## config.mk

```make
export PLATFORM = sky130hd
export DESIGN_NAME = clock_monitor
export DESIGN_NICKNAME = d
export VERILOG_FILES = /design/src/rtl/clock_monitor.sv
export SDC_FILE = /design/constraint.sdc
export NUM_CORES = 1
export LEC_CHECK = 0
export BUFFER_PORTS_ARGS = -buffer_cell sky130_fd_sc_hd__buf_2
export CELL_PAD_IN_SITES_DETAIL_PLACEMENT = 2
export CELL_PAD_IN_SITES_GLOBAL_PLACEMENT = 2
export CORE_ASPECT_RATIO = 1.5
export CORE_MARGIN = 2
export CORE_UTILIZATION = 33
export DETAILED_ROUTE_END_ITERATION = 7
export PLACE_DENSITY = 0.78
export SLEW_MARGIN = 20
export SYNTH_ARGS = -nofsm -noshare
export SYNTH_HDL_FRONTEND = slang
export SYNTH_SLANG_ARGS = --single-unit
```

## constraint.sdc

```tcl
create_clock -name clock -period 2.01 [get_ports clock]
set_input_delay 0.201 -clock clock [delete_from_list [all_inputs] [get_ports clock]]
set_output_delay 0.201 -clock clock [all_outputs]
set_load 0.01 [all_outputs]
```

## src/rtl/clock_monitor.sv

```systemverilog
// Measures high time, low time and period of an asynchronous square wave in system-clock
// cycles, and flags the input as stuck when no edge arrives within TIMEOUT cycles.
module clock_monitor #(
  parameter int unsigned CNT_W   = 16,
  parameter int unsigned TIMEOUT = 1000
) (
  input  logic             clock,
  input  logic             reset_n,
  input  logic             enable,
  input  logic             sig_in,
  output logic [CNT_W-1:0] high_cnt,
  output logic [CNT_W-1:0] low_cnt,
  output logic [CNT_W:0]   period,
  output logic             meas_valid,
  output logic             stuck,
  output logic             stuck_level
);

  typedef enum logic [2:0] {
    StIdle,
    StWaitRise,
    StMeasHigh,
    StMeasLow,
    StStuck
  } state_e;

  localparam logic [CNT_W-1:0] TcntLast = CNT_W'(TIMEOUT - 1);
  localparam logic [CNT_W-1:0] CntMax   = '1;

  state_e           state;
  logic             sync1, s, d;
  logic [CNT_W-1:0] hcnt, lcnt, tcnt;

  logic rise, fall, edge_seen, timeout_hit;

  always_comb begin
    rise        = s & ~d;
    fall        = ~s & d;
    edge_seen   = rise | fall;
    timeout_hit = (tcnt == TcntLast) && !edge_seen;
  end

  always_ff @(posedge clock or negedge reset_n) begin
    if (!reset_n) begin
      state       <= StIdle;
      sync1       <= 1'b0;
      s           <= 1'b0;
      d           <= 1'b0;
      hcnt        <= '0;
      lcnt        <= '0;
      tcnt        <= '0;
      high_cnt    <= '0;
      low_cnt     <= '0;
      period      <= '0;
      meas_valid  <= 1'b0;
      stuck       <= 1'b0;
      stuck_level <= 1'b0;
    end else begin
      sync1      <= sig_in;
      s          <= sync1;
      d          <= s;
      meas_valid <= 1'b0;

      if (state != StIdle && !enable) begin
        // Disable wins over any edge or timeout; measurement outputs are kept.
        state       <= StIdle;
        stuck       <= 1'b0;
        stuck_level <= 1'b0;
        hcnt        <= '0;
        lcnt        <= '0;
        tcnt        <= '0;
      end else begin
        if (state == StIdle || edge_seen) begin
          tcnt <= '0;
        end else if (state != StStuck) begin
          tcnt <= tcnt + 1'b1;
        end

        unique case (state)
          StIdle: begin
            if (enable) state <= StWaitRise;
          end
          StWaitRise: begin
            if (rise) begin
              state <= StMeasHigh;
              hcnt  <= CNT_W'(1);
            end else if (timeout_hit) begin
              state       <= StStuck;
              stuck       <= 1'b1;
              stuck_level <= s;
              hcnt        <= '0;
              lcnt        <= '0;
            end
          end
          StMeasHigh: begin
            if (fall) begin
              state <= StMeasLow;
              lcnt  <= CNT_W'(1);
            end else if (timeout_hit) begin
              state       <= StStuck;
              stuck       <= 1'b1;
              stuck_level <= s;
              hcnt        <= '0;
              lcnt        <= '0;
            end else if (hcnt != CntMax) begin
              hcnt <= hcnt + 1'b1;
            end
          end
          StMeasLow: begin
            if (rise) begin
              high_cnt   <= hcnt;
              low_cnt    <= lcnt;
              period     <= {1'b0, hcnt} + {1'b0, lcnt};
              meas_valid <= 1'b1;
              state      <= StMeasHigh;
              hcnt       <= CNT_W'(1);
            end else if (timeout_hit) begin
              state       <= StStuck;
              stuck       <= 1'b1;
              stuck_level <= s;
              hcnt        <= '0;
              lcnt        <= '0;
            end else if (lcnt != CntMax) begin
              lcnt <= lcnt + 1'b1;
            end
          end
          StStuck: begin
            if (rise) begin
              stuck       <= 1'b0;
              stuck_level <= 1'b0;
              state       <= StMeasHigh;
              hcnt        <= CNT_W'(1);
            end else if (fall) begin
              stuck       <= 1'b0;
              stuck_level <= 1'b0;
              state       <= StWaitRise;
            end
          end
          default: state <= StIdle;
        endcase
      end
    end
  end

endmodule

```

# Yosys cells after proc, flatten, opt, wreduce, memory -nomap -nowiden
# Cells that the tools add are included.
[totals]
register_bits = 106
input_bits = 4
out_inout_bits = 52
[op_classes]
addsub = 4
eq_ne = 18
mux = 42
bitwise = 6
reduce_logical = 16
[op_table]
columns = ["operator", "n"]
rows = [
  ["$mux W16", 17],
  ["$pmux W16 S3", 2],
  ["$add A16 B1 Y16 const B", 3],
  ["$ne A16 B16 Y1 const B", 2],
  ["$mux W3", 7],
  ["$ne A3 B3 Y1 const B", 6],
  ["$add A16 B16 Y17", 1],
  ["$eq A16 B10 Y1 const B", 1],
  ["$mux W1", 13],
  ["$ne A4 B4 Y1 const B", 3],
  ["$pmux W3 S4", 1],
  ["$reduce_and A4 Y1", 2],
  ["$reduce_bool A4 Y1", 2],
  ["$eq A3 B2 Y1 const B", 2],
  ["$pmux W1 S3", 2],
  ["$reduce_bool A3 Y1", 2],
  ["$reduce_and A5 Y1", 1],
  ["$ne A4 B1 Y1 const B", 1],
  ["$eq A3 B1 Y1 const B", 1],
  ["$eq A3 B3 Y1 const B", 1],
  ["$logic_not A3 Y1", 1],
  ["$ne A3 B2 Y1 const B", 1],
  ["$not A1 Y1", 3],
  ["$reduce_and A3 Y1", 1],
  ["7 further kinds", 10],
]

# Depth between registers and ports, before layout
# Gate-level depths: netlist (run 1).
[depth]
ltp_word = 9
depth_mapped = 9
mapped_depth_nobuf = 8

# Worst setup path before layout (run 1)
# OpenSTA, ideal clock, no wires.
[synth_timing]
kind = "register to register"
from = "register hcnt[0]"
to = "register period[12]"
setup_ns = 0.136
t_arrival_ns = 2.090
required_time_ns = 1.874
path_slack_ns = -0.216
path_stages_with_launch = 9
n_path_buf = 0
synth_period_minus_slack_ns = 2.226
cell_sequence = "dfrtp_1 ha_1 fa_1 a211oi_1 o21ai_0 a21boi_0 o21ai_0 xnor2_1 o21ai_0"
[synth_via]
elab_chain_len = 1
[synth_rtl]
columns = ["item", "line", "source"]
rows = [
  ["from (decl)", "32", "logic [CNT_W-1:0] hcnt, lcnt, tcnt;"],
  ["from (signal assigned)", "106", "hcnt <= hcnt + 1'b1;"],
  ["$add A16 B16 Y17", "113", "period <= {1'b0, hcnt} + {1'b0, lcnt};"],
  ["to (signal assigned)", "113", ""],
  ["to (decl)", "13", "output logic [CNT_W:0] period,"],
]
# No other way between the ends.
# A chain may end at the register's enable or synchronous reset.

# Worst setup path after layout (run 1)
[layout_timing]
from = "register lcnt[0]"
to = "register period[14]"
[layout_via]
elab_chain_len = 1
[layout_rtl]
columns = ["item", "line", "source"]
rows = [
  ["from (decl)", "32", ""],
  ["from (signal assigned)", "124", "lcnt <= lcnt + 1'b1;"],
  ["$add A16 B16 Y17", "113", ""],
]
# No other way between the ends.

==> impl_metrics.toml, run 1 <==
[sta]
hold_viol_final = 0
skew_ns = 0.0115
rsz0062_at_grt = "yes"
fin_ws_ns = -0.422
maxSlewHeadroom = 0.587
fmaxAchievable_mhz = 411
period_needed_ns = 2.43
timing.final.crit_share = 1.21
slew_violations = 0
setup_viol = 47
worst_pin_slew_ns = 0.620
whs_ns = 0.320

[setup_path]
reg2reg_from = "lcnt[0]$_DFFE_PN0P_"
cp.required_ns = 2.26
crit_chain = "ha_2 -> fa_2 -> a211oi_4 -> o21ai_2 -> nand2_2 -> o311ai_2 -> xnor2_1 -> o21ai_0"
worst_setup_path_start_kind = "flop"
worstSetupEndpointType = "flop"
critPathLaunch = "lcnt[0]$_DFFE_PN0P_"
slowest_delay_ns = 0.45
cp_max_fo = 2
crit_type = "reg2reg"
crit_arrival_ns = 2.68
cp_slowest_cell = "dfrtp_2"
ff2ff_setup_slack_ns = -0.42

[logic_synthesis]
synth_area_leader_cell = "dfrtp_1"
synth_area_leaders = "dfrtp_1, nand2_1, o21ai_0"
async_flop_share = 1.00
synth_edf_count = 0
synth-seq-cells = 106
yosys.area_share.xor_xnor = 0.0159
synth.mux.area_fraction = 0.00683
syn-instance-count = 701
synth_fa_ha_area_frac = 0.0468
synth_top_flop_cell = "dfrtp_1"
synth_top_area_frac = 0.439
ys_seq_area_frac = 0.439
syn-num-nets = 727
synth.avg_cell_area_um2 = 8.62
synth_cell_types = 75
synth_common_cells = "nand2_1, dfrtp_1, o21ai_0"
yosysMostFrequentCell = "nand2_1"
netlist_area_um2 = 6050
ys_warn_count = 0
synth_top_family_by_area = "simple AND/OR/NAND/NOR gates"
synth-simple-area-share = 0.264
synth_compound_area_frac = 0.200

[global_route]
grt_pass1_wl_mm = 46.8
grt_pass1_vias = 7737
track_usage = 0.321
grt_max_degree = 49
grt_use_met2 = 0.580
met3_usage = 0.0482
antenna_found_initial = 0
gr-total-overflow = 0
grt_use_met1 = 0.341
top_usage_layer = "met2"

[routing]
routedWlPerCell_um = 32.1
drtIter0Drc = 485
first_pass_iters = 5
drc_errors = 0
ant_nets = 0
drt-total-wl_mm = 36.8
viasPerCell = 6.24
vias = 7152

[final_layout]
area_growth_syn_to_layout_pct = 53.5
drive_gt1_frac = 0.442
nets = 950
num_antenna_cells = 0
design_area_um2 = 9280

[floorplanning]
num_rows = 60
fp.dieArea_um2 = 19400
core_area_um2 = 17900
start_util = 0.337
fp.dieH_um = 170
die_x_um = 115
ioPinCount = 56

[run_status]
violations = "setup timing"
status = "finished with violations"

[clock_tree]
cts_root_buffer = "clkbuf_16"
clockBufferDepth = 2
clkLatencyLatePin_ns = 0.38
cts_tree = "yes"
cts_max_level = 3
clkSinkCount = 106
cts.reportedPaths.clkPinSlew_ns = 0.09
numCtsBuffers = 9

[placed_design]
port_buffers = 55
placed_cell_area_um2 = 7520
pre_cts_ws_ns = -0.291
place.gp.congestion = 0.912
dp_hpwl_mm = 18.4

[pwr]
p_total_uw = 5610
power_density_nw_per_um2 = 604
p_leak_uw = 0.00432
ir_drop_mv = 0.777

[hold_path]
worstHoldPathType = "in2async"

[run]
max-cap-violations = 0
-- worst paths after layout --
path,to,depth (start not counted)
hold / removal,tcnt[14]$_DFFE_PN0P_,2
max in group asynchronous,lcnt[0]$_DFFE_PN0P_,3
setup reg to reg,period[14]$_DFFE_PN0P_,8
min in group clock,state[2]$_DFFE_PN0P_,2
hold reg to reg,s$_DFF_PN0_,0
setup / recovery,period[14]$_DFFE_PN0P_,8
-- kinds of logic after synthesis --
logic type,count (synthesis)
and+or+nand+nor,324
AOI/OAI and AO/OA,194
DFF,106
buffers and inverters,40
adders and majority gates,22
xor gates and xnor gates,11
muxes,4
-- worst max-delay path, delay by kind of cell, from the launching register on --
family | cells | cell delay, ns
DFF | 1 | 0.45
adders and majority gates | 2 | 0.62
and+or+nand+nor | 1 | 0.15
AOI/OAI and AO/OA | 4 | 0.81
xor gates and xnor gates | 1 | 0.25
-- layout make-up --
| cell class | count | area (um^2) |
|---|---|---|
| Clock inverter | 7 | 125 |
| Fill cell | 1855 | 8660 |
| Sequential cell | 106 | 2670 |
| Multi-Input combinational cell | 558 | 4100 |
| Inverter | 12 | 45.0 |
| Tap cell | 217 | 272 |
| Timing Repair Buffer | 237 | 1840 |
| Clock buffer | 9 | 225 |
-- registers in the layout (all words and copies together), names as in the netlist --
signal,count
state,3
period,17
s,1
stuck_level,1
tcnt,16
low_cnt,16
sync1,1
stuck,1
meas_valid,1
lcnt,16
hcnt,16
high_cnt,16
d,1
-- where the power goes --
group	switching, uW	total [uW]	internal (uW)	leakage (uW)
Sequential	69.0	2260	2190	0.00144
Clock	957	2190	1230	0.000164
Combinational	691	1160	473	0.00271
Total	1720	5610	3890	0.00432
-- metrics by stage --
stage | TNS, ns | util | instances
after floorplan | -0.339 | - | 701
after detailed placement | -7.62 | 0.419 | 1074
after global routing | -13.21 | 0.517 | 1146
after CTS | -3.59 | 0.469 | 1112
final | -11.80 | 0.517 | 1146
after global placement | -1.33 | 0.419 | 1074
-- layer usage --
| layer | up-vias | wire [um] |
|---|---|---|
| met5 | - | 0 |
| met4 | 0 | 3090 |
| met3 | 185 | 1570 |
| met2 | 336 | 19000 |
| met1 | 3663 | 13200 |
| li1 | 2968 | - |
-- cells in the final DEF (no fill, tap or decap), types with 6 or more instances in the layout --
cell	n
or4_4	8
nor2_1	41
a21oi_4	7
inv_1	9
and3_1	10
nand4_1	11
o21ai_0	37
buf_6	25
ha_1	8
o21ai_2	13
a21oi_2	21
o21ai_1	14
nand2_1	148
clkbuf_16	10
buf_2	54
buf_4	149
and2_1	6
nand3_1	24
ha_4	11
a21o_1	7
dfrtp_2	15
xnor2_1	6
dfrtp_1	91
a21oi_1	28
-- repair_timing --
| action | in CTS | in global routing |
|---|---|---|
| pin swaps | 17 | 48 |
| cloned | 4 | 1 |
| hold endpoints to repair | 31 | 0 |
| hold buffers | 2 | 0 |
| buffers inserted | 16 | 40 |
| endpoints found under the setup margin | 51 | 80 |
| resized for setup | 92 | 144 |
(Power assumes the default switching activity.)
==> run 2: changes to the inputs <==
CTS_CLUSTER_SIZE = 10   (was unset)
SETUP_SLACK_MARGIN = 0.1   (was unset)
==> run 2 against run 1 <==
Net effect:
- the run still ends with setup timing left
- clock skew up 0.0083 ns
- routed wire length decreased by 4.5%
- total power down 4.7%
- core utilization decreased by 0.12 points
- die area stayed put
- via count fell by 2.6%
- maximum frequency shrank 2.5%
- first-iteration DRC count is 22% lower
- count of clock-buffer cells in the layout unchanged
- largest power group unchanged
==> impl_metrics.toml, run 2 (synthesized netlist as in run 1, its figures left out) <==
[run_status]
status = "finished with violations"
violations = "setup timing"

[routing]
drt-total-wl_mm = 35.2
viasPerCell = 6.10
drtIter0Drc = 378
first_pass_iters = 5
vias = 6965
drc_errors = 0
ant_nets = 0
routedWlPerCell_um = 30.8

[final_layout]
area_growth_syn_to_layout_pct = 53.1
mostFrequentLayoutCell = "buf_4"
largest_reg_flops = 17
final_cell_mix = "buf_4, nand2_1, dfrtp_1"
nets = 946
num_antenna_cells = 0
drive_gt1_frac = 0.458
top_register = "period"

[setup_path]
cp_max_fo = 6
crit_type = "reg2reg"
critPathLaunch = "s$_DFF_PN0_"
cp_slowest_cell = "dfrtp_1"
crit_arrival_ns = 2.78
worstSetupEndpointType = "flop"
slowest_delay_ns = 0.43
worst_setup_path_start_kind = "flop"
reg2reg_from = "s$_DFF_PN0_"
cp.required_ns = 2.30
crit_chain = "buf_4 -> ha_4 -> a21o_1 -> a21o_4 -> or3_4 -> a211o_4 -> o21bai_1 -> nor3b_2"

[clock_tree]
cts_root_buffer = "clkbuf_16"
numCtsBuffers = 9
cts.reportedPaths.clkPinSlew_ns = 0.10
clkSinkCount = 106
clockBufferDepth = 2
cts_tree = "yes"
clkLatencyLatePin_ns = 0.40
cts_max_level = 3

[sta]
maxSlewHeadroom = 0.567
fmaxAchievable_mhz = 401
rsz0062_at_grt = "yes"
period_needed_ns = 2.49
timing.final.crit_share = 1.24
hold_viol_final = 0
fin_ws_ns = -0.484
setup_viol = 43
skew_ns = 0.0197
whs_ns = 0.379
slew_violations = 0
worst_pin_slew_ns = 0.649

[floorplanning]
start_util = 0.337
die_x_um = 115
fp.dieArea_um2 = 19400
ioPinCount = 56
num_rows = 60
fp.dieH_um = 170
core_area_um2 = 17900

[global_route]
gr-total-overflow = 0
grt_max_degree = 107
grt_pass1_wl_mm = 44.7
track_usage = 0.303
grt_pass1_vias = 7414
antenna_found_initial = 0

[hold_path]
worstHoldPathType = "reg2reg"
min-delay-start = "sync1$_DFF_PN0_"

[pwr]
p_total_uw = 5350
p_leak_uw = 0.00427
power_density_nw_per_um2 = 578
ir_drop_mv = 0.674

[placed_design]
place.gp.congestion = 0.911
dp_hpwl_mm = 18.3
port_buffers = 55

[run]
max-cap-violations = 0
run 2: metal layers:
metal,GRT usage,share of wire,vias up
li1,-,-,2954
met1,0.315,0.35,3546
met2,0.580,0.54,296
met3,0.0386,0.038,169
met4,0.157,0.079,0
met5,0,0,-
run 2: what timing repair did:
action,in CTS,in global routing
setup buffers,18,30
hold endpoints to repair,107,0
pin swaps,37,54
gates resized for setup,117,129
hold buffers,2,0
gates cloned,0,2
endpoints found under the setup margin,80,55
run 2: final timing paths:
check | to | slack, ns | cells after the start
max in group asynchronous | lcnt[7]$_DFFE_PN0P_ | 1.07 | 3
max | lcnt[7]$_DFFE_PN0P_ | -0.48 | 8
min | s$_DFF_PN0_ | 0.38 | 0
min reg2reg | s$_DFF_PN0_ | 0.38 | 0
min in group asynchronous | tcnt[14]$_DFFE_PN0P_ | 0.41 | 3
max reg2reg | lcnt[7]$_DFFE_PN0P_ | -0.48 | 8
run 2: final cells by class:
cell class                 count  area [um^2]
timing repair buffer         234         1760
fill                        1861         8680
clock buffer                   9          225
inverter                      12         46.3
sequential                   106         2670
clock inverter                 7         67.6
tap                          217          272
multi-input combinational    557         4220
run 2: critical path, delay by kind of cell (launching register included):
family | cells | cell delay (ns)
adder cells (fa/ha/maj) | 1 | 0.18
flip-flops | 1 | 0.43
AND/OR/NAND/NOR | 2 | 0.61
AO/OA/AOI/OAI | 4 | 1.00
buffers and inverters | 1 | 0.16
run 2: stage by stage:
step	util	setup WS [ns]	TNS [ns]	cell area (um^2)	cells
after global routing	0.516	-0.492	-9.47	9260	1142
after detailed placement	0.421	-0.321	-5.00	7540	1075
after CTS	0.474	-0.244	-2.39	8500	1111
final	0.516	-0.484	-7.85	9260	1142
after global placement	0.421	-0.130	-1.66	7540	1075
after floorplan	-	-0.0609	-0.337	6110	701
run 2: power breakdown:
group / internal (uW) / total [uW] / switching [uW]
combinational: 455 / 1130 / 674
clock: 881 / 1960 / 1070
sequential: 2190 / 2260 / 75.1
